`src/rtl/bit_memory_array.sv`:
```
// bit_memory_array
//   DEPTH lines of WIDTH bits. Each line can be loaded whole, and a single bit
//   can be set or XOR-toggled. Bit and line reads are registered and appear one
//   cycle after the request. A separate scan engine copies one line into a
//   private shift register. It then streams that copy LSB first over a
//   valid/ready handshake.
// Ports
//   clk, rst                 : rising-edge clock, asynchronous active-low reset
//   init, addr, line_in      : load line_in into line[addr]
//   write, xor_en, index, val: set or toggle line[addr][index]
//   read -> out, line_out, out_valid : registered read, one-cycle valid pulse
//   scan_start, scan_addr    : begin streaming a snapshot of line[scan_addr]
//   scan_bit, scan_valid, scan_ready : serial handshake
//   scan_busy, scan_done     : engine active / pulse after the last bit is accepted
module bit_memory_array #(
    parameter int WIDTH = 25,
    parameter int DEPTH = 5,
    parameter int IDXW  = 5,
    parameter int ADDRW = 3
) (
    input  logic             clk,
    input  logic             rst,
    input  logic             init,
    input  logic [ADDRW-1:0] addr,
    input  logic [WIDTH-1:0] line_in,
    input  logic [IDXW-1:0]  index,
    input  logic             val,
    input  logic             write,
    input  logic             xor_en,
    input  logic             read,
    output logic             out,
    output logic [WIDTH-1:0] line_out,
    output logic             out_valid,
    input  logic             scan_start,
    input  logic [ADDRW-1:0] scan_addr,
    output logic             scan_bit,
    output logic             scan_valid,
    input  logic             scan_ready,
    output logic             scan_busy,
    output logic             scan_done
);

    typedef enum logic [1:0] {
        ST_IDLE  = 2'd0,
        ST_SHIFT = 2'd1,
        ST_DONE  = 2'd2
    } scan_state_t;

    logic [WIDTH-1:0] mem_q [DEPTH];
    logic [WIDTH-1:0] mem_d [DEPTH];

    logic             out_q, out_d;
    logic [WIDTH-1:0] line_out_q, line_out_d;
    logic             out_valid_q, out_valid_d;

    scan_state_t      state_q, state_d;
    logic [IDXW-1:0]  cnt_q, cnt_d;
    logic [WIDTH-1:0] snap_q, snap_d;
    logic             scan_valid_q, scan_valid_d;
    logic             scan_busy_q, scan_busy_d;
    logic             scan_done_q, scan_done_d;

    logic             addr_ok_s, idx_ok_s, scan_addr_ok_s;
    logic [WIDTH-1:0] cur_line_s, scan_line_s, new_line_s;
    logic             cur_bit_s;

    // Decode addresses and index. Out-of-range values match no entry, so they read 0 and write nothing.
    always_comb begin
        addr_ok_s      = 1'b0;
        scan_addr_ok_s = 1'b0;
        idx_ok_s       = 1'b0;
        cur_line_s     = {WIDTH{1'b0}};
        scan_line_s    = {WIDTH{1'b0}};
        cur_bit_s      = 1'b0;
        for (int i = 0; i < DEPTH; i++) begin
            if (addr == ADDRW'(i)) begin
                addr_ok_s  = 1'b1;
                cur_line_s = mem_q[i];
            end else begin
                addr_ok_s  = addr_ok_s;
            end
            if (scan_addr == ADDRW'(i)) begin
                scan_addr_ok_s = 1'b1;
                scan_line_s    = mem_q[i];
            end else begin
                scan_addr_ok_s = scan_addr_ok_s;
            end
        end
        for (int j = 0; j < WIDTH; j++) begin
            if (index == IDXW'(j)) begin
                idx_ok_s  = 1'b1;
                cur_bit_s = cur_line_s[j];
            end else begin
                idx_ok_s  = idx_ok_s;
            end
        end
    end

    // Build the next value of the addressed line. A bit operation is applied after a same-cycle load.
    always_comb begin
        new_line_s = init ? line_in : cur_line_s;
        for (int j = 0; j < WIDTH; j++) begin
            if (write && (index == IDXW'(j))) begin
                new_line_s[j] = xor_en ? (new_line_s[j] ^ val) : val;
            end else begin
                new_line_s[j] = new_line_s[j];
            end
        end
        for (int i = 0; i < DEPTH; i++) begin
            if (addr_ok_s && (addr == ADDRW'(i)) && (init || write)) begin
                mem_d[i] = new_line_s;
            end else begin
                mem_d[i] = mem_q[i];
            end
        end
    end

    // Compute the read port. It uses pre-edge contents, so a same-cycle write is not visible.
    always_comb begin
        out_d       = out_q;
        line_out_d  = line_out_q;
        out_valid_d = 1'b0;
        if (read) begin
            out_d       = addr_ok_s && idx_ok_s && cur_bit_s;
            line_out_d  = cur_line_s;
            out_valid_d = 1'b1;
        end else begin
            out_valid_d = 1'b0;
        end
    end

    // Scan FSM next state. scan_bit is always snap_q[0]; each accepted bit shifts the copy right.
    always_comb begin
        state_d = state_q;
        cnt_d   = cnt_q;
        snap_d  = snap_q;
        case (state_q)
            ST_IDLE: begin
                if (scan_start && scan_addr_ok_s) begin
                    snap_d  = scan_line_s;
                    cnt_d   = {IDXW{1'b0}};
                    state_d = ST_SHIFT;
                end else begin
                    state_d = ST_IDLE;
                end
            end
            ST_SHIFT: begin
                if (scan_ready) begin
                    snap_d = snap_q >> 1;
                    if (cnt_q == IDXW'(WIDTH - 1)) begin
                        cnt_d   = {IDXW{1'b0}};
                        state_d = ST_DONE;
                    end else begin
                        cnt_d   = cnt_q + IDXW'(1);
                    end
                end else begin
                    state_d = ST_SHIFT;
                end
            end
            ST_DONE: begin
                state_d = ST_IDLE;
            end
            default: begin
                state_d = ST_IDLE;
                cnt_d   = {IDXW{1'b0}};
            end
        endcase
        scan_valid_d = (state_d == ST_SHIFT);
        scan_busy_d  = (state_d != ST_IDLE);
        scan_done_d  = (state_d == ST_DONE);
    end

    // State register for storage, read port and scan engine.
    always_ff @(posedge clk or negedge rst) begin
        if (!rst) begin
            for (int i = 0; i < DEPTH; i++) begin
                mem_q[i] <= {WIDTH{1'b0}};
            end
            out_q        <= 1'b0;
            line_out_q   <= {WIDTH{1'b0}};
            out_valid_q  <= 1'b0;
            state_q      <= ST_IDLE;
            cnt_q        <= {IDXW{1'b0}};
            snap_q       <= {WIDTH{1'b0}};
            scan_valid_q <= 1'b0;
            scan_busy_q  <= 1'b0;
            scan_done_q  <= 1'b0;
        end else begin
            for (int i = 0; i < DEPTH; i++) begin
                mem_q[i] <= mem_d[i];
            end
            out_q        <= out_d;
            line_out_q   <= line_out_d;
            out_valid_q  <= out_valid_d;
            state_q      <= state_d;
            cnt_q        <= cnt_d;
            snap_q       <= snap_d;
            scan_valid_q <= scan_valid_d;
            scan_busy_q  <= scan_busy_d;
            scan_done_q  <= scan_done_d;
        end
    end

    assign out        = out_q;
    assign line_out   = line_out_q;
    assign out_valid  = out_valid_q;
    assign scan_bit   = snap_q[0];
    assign scan_valid = scan_valid_q;
    assign scan_busy  = scan_busy_q;
    assign scan_done  = scan_done_q;

endmodule

```
`config.mk`:
```
export PLATFORM = sky130hd
export DESIGN_NAME = bit_memory_array
export DESIGN_NICKNAME = d
export VERILOG_FILES = /design/src/rtl/bit_memory_array.sv
export SDC_FILE = /design/constraint.sdc
export NUM_CORES = 1
export LEC_CHECK = 0
export ABC_CLOCK_PERIOD_IN_PS = 5850
export CAP_MARGIN = 20
export CORE_MARGIN = 3
export CORE_UTILIZATION = 25
export CTS_CLUSTER_SIZE = 40
export DETAILED_ROUTE_END_ITERATION = 12
export SYNTH_ARGS = -nofsm -noshare
export SYNTH_HDL_FRONTEND = slang
export SYNTH_SLANG_ARGS = --single-unit
export TNS_END_PERCENT = 5
```
`constraint.sdc`:
```
create_clock -name clk -period 5.85 [get_ports clk]
set_clock_uncertainty 0.2 [all_clocks]
set_input_delay 0.585 -clock clk [delete_from_list [all_inputs] [get_ports clk]]
set_output_delay 0.585 -clock clk [all_outputs]
set_load 0.03 [all_outputs]
```
Word level (Yosys, flattened, before mapping)
Cells that the tools add are included.
{"block": "word_totals", "output_inout_bits": 31, "regBits": 187, "inputBits": 45, "latchBits": 0, "mem_count": 0, "rom_bits": 0, "mem_bits_rw": 0}
{"block": "op_classes", "reduce_logical": 47, "eq_ne": 39, "n_div": 0, "mul": 0, "order_cmp": 0, "shift": 0, "bitwise": 26, "n_addsub": 1, "muxes": 133}
{"operator": "$mux W25", "n": 13}
{"operator": "$mux W1", "n": 112}
{"operator": "$eq A5 B5 Y1 const B", "n": 10}
{"operator": "$pmux W25 S2", "n": 1}
{"operator": "$eq A5 B4 Y1 const B", "n": 8}
{"operator": "$logic_and A1 B1 Y1", "n": 38}
{"operator": "$xor A1 B1 Y1", "n": 25}
{"operator": "$eq A5 B3 Y1 const B", "n": 4}
{"operator": "$mux W5", "n": 3}
{"operator": "$pmux W5 S3", "n": 1}
{"operator": "$eq A3 B2 Y1 const B", "n": 4}
{"operator": "$eq A5 B2 Y1 const B", "n": 2}
{"operator": "$eq A3 B1 Y1 const B", "n": 2}
{"operator": "$eq A3 B3 Y1 const B", "n": 2}
{"operator": "$logic_not A3 Y1", "n": 2}
{"operator": "$reduce_and A3 Y1", "n": 2}
{"operator": "$add A5 B1 Y5 const B", "n": 1}
{"operator": "$eq A5 B1 Y1 const B", "n": 1}
{"operator": "$logic_not A5 Y1", "n": 1}
{"operator": "$eq A2 B1 Y1 const B", "n": 2}
{"operator": "$eq A2 B2 Y1 const B", "n": 2}
{"operator": "$mux W2", "n": 2}
{"operator": "$ne A2 B2 Y1 const B", "n": 2}
{"operator": "$pmux W2 S2", "n": 1}
{"operator": "other kinds (4)", "n": 5}

Logic depth before layout (Yosys ltp)
Gate-level depths: netlist of run 1.
{"block": "depth", "depth_word": 32, "depth_mapped": 10}

Worst setup path before layout of run 1
OpenSTA, ideal clock, no wires.
{"block": "synth_path", "path_kind": "input to register", "start": "in addr[0]", "end": "reg mem_q[117] (netlist name)", "cell_stages": 9, "t_arrival_ns": 2.310, "slack_ns": 3.206, "path_buffers": 2, "required_ns": 5.516, "path_cell_list": "buf_6 buf_6 mux2_2 a22oi_1 o22ai_1 mux2i_1 mux2_2 a21oi_1 o21ai_0"}
{"block": "synth_between", "elab_chain_cells": 10, "elab_cells_between_ends": 21, "cone_classes": "4 x eq/ne; 13 x mux; 1 x bitwise; 3 x reduce/logical"}
{"item": "start: declaration", "line_no": "24", "source": "input logic [ADDRW-1:0] addr,"}
{"item": "$logic_not A3 Y1", "line_no": "76, 110"}
{"item": "$mux W25 (5 in a row)", "line_no": "76", "source": "if (addr == ADDRW'(i)) begin"}
{"item": "$mux W25", "line_no": "101", "source": "new_line_s = init ? line_in : cur_line_s;"}
{"item": "$xor A1 B1 Y1", "line_no": "104", "source": "new_line_s[j] = xor_en ? (new_line_s[j] ^ val) : val;"}
{"item": "$mux W1", "line_no": "104"}
{"item": "$mux W1", "line_no": "103", "source": "if (write && (index == IDXW'(j))) begin"}
{"item": "end signal: indexed assignment", "line_no": "177", "source": "mem_q[i] <= {WIDTH{1'b0}};"}
{"item": "end signal: indexed assignment", "line_no": "190", "source": "mem_q[i] <= mem_d[i];"}
{"item": "end: declaration", "line_no": "49", "source": "logic [WIDTH-1:0] mem_q [DEPTH];"}
Several ways; a longest one is shown, not always the timed one.
A chain may end at the register's enable or synchronous reset.

Final worst setup path of run 1
{"block": "layout_path", "start": "in write", "end": "reg mem_q[120] (netlist name)"}
{"block": "layout_between", "elab_chain_cells": 2, "elab_cells_between_ends": 4, "cone_classes": "1 x mux; 3 x reduce/logical"}
{"item": "start: declaration", "line_no": "28", "source": "input logic write,"}
{"item": "$logic_and A1 B1 Y1 / $logic_or A1 B1 Y1 (equally long branches)", "line_no": "103, 110"}
{"item": "$mux W1 / $logic_and A1 B1 Y1 (equally long branches)", "line_no": "103, 110"}
Several ways; a longest one is shown, not always the timed one.

==> results of run 1 <==
-- state kept, by name, indices dropped and copies added, names as in the netlist --
name,flops
snap_q,25
cnt_q,5
scan_valid,1
out,1
out_valid,1
state_q,2
scan_busy,1
line_out,25
scan_done,1
mem_q,125
-- repair_timing --
item,in CTS,in global routing
hold buffers,1,0
setup buffers,0,0
setup endpoints to repair,0,0
endpoints found under the hold margin,22,0
-- layout make-up --
| class | count | area share (%) |
|---|---|---|
| Inverter | 19 | 0.588 |
| Sequential cell | 187 | 38.6 |
| Tap cell | 525 | 5.42 |
| Timing Repair Buffer | 100 | 7.94 |
| Clock buffer | 17 | 3.51 |
| Clock inverter | 15 | 1.31 |
| Multi-Input combinational cell | 791 | 42.6 |
-- tightest hold or removal path, stage by stage, from the launching register on --
cell     delay, ps
dfrtp_1        340
nand2_1         50
o21ai_0         60
-- kinds of logic after synthesis --
logic type	count (synthesis)
compound gates	376
simple gates	282
flops	187
mux	131
buf+inv	106
fa+ha+maj	2
-- per-layer routing --
layer / vias up / GRT usage, % / share of wire (%)
met5: - / 0 / 0
met2: 358 / 25.2 / 47
met3: 76 / 2.97 / 6.6
met4: 0 / 6.51 / 3.7
met1: 4406 / 20.2 / 42
li1: 4039 / - / -
-- worst paths after layout --
path                       cells after the start           end  slack [ps]
min                                            2    snap_q[10]         280
max                                            7    mem_q[120]        2120
max in group asynchronous                      3  line_out[12]        3620
min in group asynchronous                      2    scan_valid         500
max reg2reg                                    7    mem_q[120]        3280
min reg2reg                                    2    snap_q[10]         280
-- synthesized netlist by cell type (all sizes together), types with 11 or more instances --
cell    number  area share [%]
dfrtp      187              45
o21ai      155             7.5
nand2      147             5.4
mux2        84             9.2
a22oi       64             4.7
clkbuf      61             2.2
nor2        57             2.1
a21oi       55             2.7
mux2i       43             4.2
buf         26             1.6
o221ai      24             2.0
inv         19            0.69
nand3       19            0.92
nand2b      17             1.0
a31oi       16            0.97
nor3        11            0.58
-- power by group through the flow --
stage | Sequential, mW | Clock (mW) | Combinational (mW)
detailed placement | 1.88 | 0 | 1.31
floorplan | 1.88 | 0 | 0.804
global placement | 1.87 | 0 | 1.28
global route | 1.90 | 1.25 | 1.46
finish | 1.86 | 1.18 | 1.32
CTS | 1.86 | 1.20 | 1.31
==> metrics.cfg, run 1 <==
[pwr]
internal-power_mw = 2.77
p_seq_share_pct = 42.6
power.total_mw = 4.36
power.switching_mw = 1.59
ir_worst_vdd_mv = 0.207
power.density_nw_per_um2 = 360
p_leak_nw = 4.93
p_sw_share_pct = 36.6
p_comb_share_pct = 30.3
clock_power_share_pct = 27.1

[placement]
gp_congestion = 0.909
place_area_sq_um = 11500
port_buffers = 75
dp_slack_ps = 1760
dp.cells = 1620
dpl.hpwl_um = 23800

[drt]
ant_nets = 0
drc = 0
firstDrtPassIters = 5
routedWlPerCell_um = 20.7
num_vias = 8879
routed_wl_um = 34200
drt_iter0_markers = 888
via_per_inst = 5.37

[yosys]
ys_seq_elements = 187
dominantRegCellSynth = dfrtp_1
synth_top_family_by_area = compound AO/OA/AOI/OAI gates
yosys_warnings = 0
ys_types = 63
synth_edf_count = 0
synth.area.mux_share_pct = 14.3
synth-xor-area-share_pct = 0
synth_area_per_cell_sq_um = 9.49
synth-simple-area-share_pct = 12.1
synth_nets = 1131
syn_area_sq_um = 10300
ys_seq_area_share_pct = 45.5
postSynthCellCount = 1084
synthArstFlopShare_pct = 100
synthAdderAreaFrac_pct = 0.243
synth_compound_area_share_pct = 23.4

[finish]
layout_common_cells = dfrtp_1, nand2_1, o21ai_0, mux2_2, clkdlybuf4s50_1
final_common_cell = dfrtp_1
final_util_pct = 30.2
final_cell_area_sq_um = 12100
n_antenna_cell = 0
area_growth_pct = 17.8
drive_above_1_share_pct = 14.8
fin_cells = 1654
fillCellCount = 4234
nets = 1163
regArea_sq_um = 4680
multiInputGateArea_sq_um = 5170

[floorplanning]
start_util_pct = 25.6
die-area_sq_um = 43600
die_h_um = 209
rows = 73
dieWidth_um = 209
num_io_pins = 76
coreArea_sq_um = 40200

[worst_setup_path]
start_kind = primary input
cp-startpoint = write
cp_max_fo = 6
path_cells = clkdlybuf4s50_1, nor2b_1, nor2_1, nor3_1, a21oi_1, a21oi_1, o21ai_0
cp-end-kind = flop
worstReg2RegStart = mem_q[95]
cp_data_arrival_time_ps = 3800
cpLargestDelayFamily = simple AND/OR/NAND/NOR gates
crit_required_ps = 5930
cp_common_cell = a21oi_1
crit_type = in2reg
max_stage_delay_ps = 820
worst_path_max_delay_cell = nor3_1
worst-path-buf-inv = 1

[global_routing]
grt_pass1_vias = 8815
antenna_found_initial = 1
overflow = 0
track_usage_pct = 15.5
grt_max_degree = 74
grt_pass1_wl_um = 53000

[hold_path]
hold_class = reg2reg
hold_start = snap_q[10]

[timing]
worst_pin_slew_ps = 996
rsz0062_at_grt = no
relSlewSlack_pct = 33.1
period_share_pct = 63.7
slew_viol_final = 0
finalCriticalPeriod_ps = 3730
finalWorstSetupSlack_ps = 2120
final-hold-violation-count = 0
tns_ps = 0
setup_viol = 0
fmax_mhz = 268
holdWs_ps = 278

[run_status]
status = complete, no violations

[clock_network]
clock-sinks = 187
tritoncts = done
cts_max_level = 4
clock_latency_ps = 440
cts_made_buffers = 17
cts_buffer_depth = 2
cts-root-buf = clkbuf_16
cts_resized = 0
path_clk_slew_ps = 70

[flow_run]
drv_cap = 0

No activity file was read; power rests on OpenSTA's default activity.
==> inputs of run 2 (changes only) <==
ABC_CLOCK_PERIOD_IN_PS = 3350   (was 5850)
clock period = 3.35 ns   (was 5.85 ns; I/O delays follow)
==> run 2 against run 1 <==
Against the previous run:
- utilization is 1.2 points higher
- sequential cell count did not move
- die area unchanged
- final area up 4.1%
- count of clock-buffer cells in the layout is 2 higher
- cell count is 3.9% higher
- non-clock buffer count up 65
==> metrics.cfg, run 2 (same netlist as run 1, synthesis figures left out) <==
[timing]
fmax_mhz = 340
final-hold-violation-count = 0  ; unchanged
finalWorstSetupSlack_ps = 412  ; was 2120 ps
slew_viol_final = 0  ; unchanged
tns_ps = 0  ; unchanged
period_share_pct = 87.7
finalCriticalPeriod_ps = 2940
worst_pin_slew_ps = 750  ; was 996 ps
setup_viol = 0  ; unchanged
relSlewSlack_pct = 50.0  ; was 33.1%
rsz0062_at_grt = no  ; unchanged

[worst_setup_path]
start_kind = primary input  ; unchanged
cp-end-kind = flop  ; unchanged
cpLargestDelayFamily = compound AO/OA/AOI/OAI gates  ; was simple AND/OR/NAND/NOR gates
worst-path-buf-inv = 2  ; was 1
cp_max_fo = 7  ; was 6
crit_required_ps = 3530  ; was 5930 ps
worst_path_max_delay_cell = clkdlybuf4s50_1  ; was nor3_1
max_stage_delay_ps = 570  ; was 820 ps
crit_type = in2reg  ; unchanged
cp_data_arrival_time_ps = 3120  ; was 3800 ps
path_cells = clkdlybuf4s50_1, and2_1, a22oi_1, o22ai_1, mux2i_1, a311o_1, a2111oi_1, buf_4, a2111o_1  ; was clkdlybuf4s50_1, nor2b_1, nor2_1, nor3_1, a21oi_1, a21oi_1, o21ai_0

[floorplanning]
dieWidth_um = 209  ; unchanged
start_util_pct = 25.6  ; unchanged
rows = 73  ; unchanged
coreArea_sq_um = 40200  ; unchanged
die_h_um = 209  ; unchanged
die-area_sq_um = 43600  ; unchanged
num_io_pins = 76  ; unchanged

[finish]
n_antenna_cell = 0  ; unchanged
final_common_cell = dfrtp_1  ; unchanged
drive_above_1_share_pct = 19.3  ; was 14.8%
fillCellCount = 4171  ; was 4,234
top_register = mem_q  ; unchanged
fin_cells = 1719  ; was 1,654
largest_reg_flops = 125  ; unchanged
final_util_pct = 31.4  ; was 30.2%
nets = 1228  ; was 1,163
layout_common_cells = dfrtp_1, nand2_1, o21ai_0, buf_4, mux2_2  ; was dfrtp_1, nand2_1, o21ai_0, mux2_2, clkdlybuf4s50_1
area_growth_pct = 22.7  ; was 17.8%

[global_routing]
grt_pass1_vias = 9015  ; was 8,815
grt_pass1_wl_um = 55000  ; was 53,000 um
track_usage_pct = 16.2  ; was 15.5%
antenna_found_initial = 0  ; was 1
grt_max_degree = 88  ; was 74
overflow = 0  ; unchanged

[drt]
drt_iter0_markers = 852  ; was 888
routedWlPerCell_um = 20.7  ; about the same
drc = 0  ; unchanged
routed_wl_um = 35600  ; was 34,200 um
ant_nets = 0  ; unchanged
num_vias = 9109  ; was 8,879
firstDrtPassIters = 6  ; was 5
via_per_inst = 5.30  ; was 5.37

[pwr]
power.density_nw_per_um2 = 607  ; was 360 nW/um^2
ir_worst_vdd_mv = 0.357  ; was 0.207 mV
p_leak_nw = 5.26  ; was 4.93 nW

[clock_network]
cts-root-buf = clkbuf_16  ; unchanged
path_clk_slew_ps = 70  ; about the same
post-cts-setup-buffers = 0  ; unchanged
clock-sinks = 187  ; unchanged
cts_buffer_depth = 2  ; unchanged
cts_made_buffers = 17  ; unchanged
tritoncts = done  ; unchanged
cts_max_level = 4  ; unchanged
clock_latency_ps = 440  ; about the same

[placement]
gp_congestion = 0.915  ; was 0.909
port_buffers = 75  ; unchanged
dp_slack_ps = 23.0  ; was 1760 ps
dpl.hpwl_um = 25500  ; was 23,800 um
dp.cells = 1686  ; was 1,620

[hold_path]
hold_class = reg2reg  ; unchanged

[run_status]
status = complete, no violations  ; unchanged

[flow_run]
drv_cap = 0  ; unchanged

==> run 2: final timing paths <==
kind | from | end | slack, ps | cells after the start
worst max-delay path | addr[1] | out | 410 | 9
worst min-delay path | snap_q[21] | snap_q[21] | 280 | 2
worst max register to register | mem_q[88] | out | 750 | 8
worst min register to register | snap_q[21] | snap_q[21] | 280 | 2
max in group asynchronous | rst | mem_q[59] | 1700 | 3
min in group asynchronous | rst | snap_q[10] | 330 | 2
==> run 2: per-stage QoR <==
| stage | cell area [sq um] | total power [mW] | hold slack [ps] |
|---|---|---|---|
| detailed placement | 12000 | 5.68 | 263 |
| floorplan | 10300 | 4.68 | -161 |
| finish | 12600 | 7.66 | 275 |
| global route | 12600 | 8.13 | 294 |
| CTS | 12600 | 7.71 | 279 |
| global placement | 12000 | 5.62 | 258 |
==> run 2: repair_timing <==
action | 4_1_cts | 5_1_grt
hold buffers | 1 | 0
gates resized for setup | 0 | 0
hold endpoints to repair | 83 | 0
==> run 2: cell type report <==
class	instances	area [sq um]	share of cell area, %
multi-input combinational	791	5160	40.9
sequential	187	4680	37.1
timing repair buffer	165	1470	11.7
tap	525	657	5.20
clock buffer	19	453	3.59
clock inverter	13	125	0.991
inverter	19	71.3	0.565
==> run 2: worst register-to-register path, delay by kind of cell, from the launching register on <==
| family | cells | cell delay (ps) |
|---|---|---|
| buffers and inverters | 1 | 160 |
| DFF | 1 | 400 |
| AOI/OAI and AO/OA | 5 | 1120 |
| and+or+nand+nor | 1 | 320 |
| muxes | 1 | 280 |
==> run 2: per-layer routing <==
metal	track usage, %	share of wire [%]	vias to the layer above
met5	0	0	-
met1	20.9	41	4518
met2	27.5	49	345
met3	2.07	5.4	78
li1	-	-	4168
met4	6.72	4.1	0
==> run 2: power by group <==
part,internal [mW],leakage (nW),switching (mW)
combinational,1.01,2.61,1.37
clock,1.03,0.287,0.998
sequential,2.83,2.36,0.429
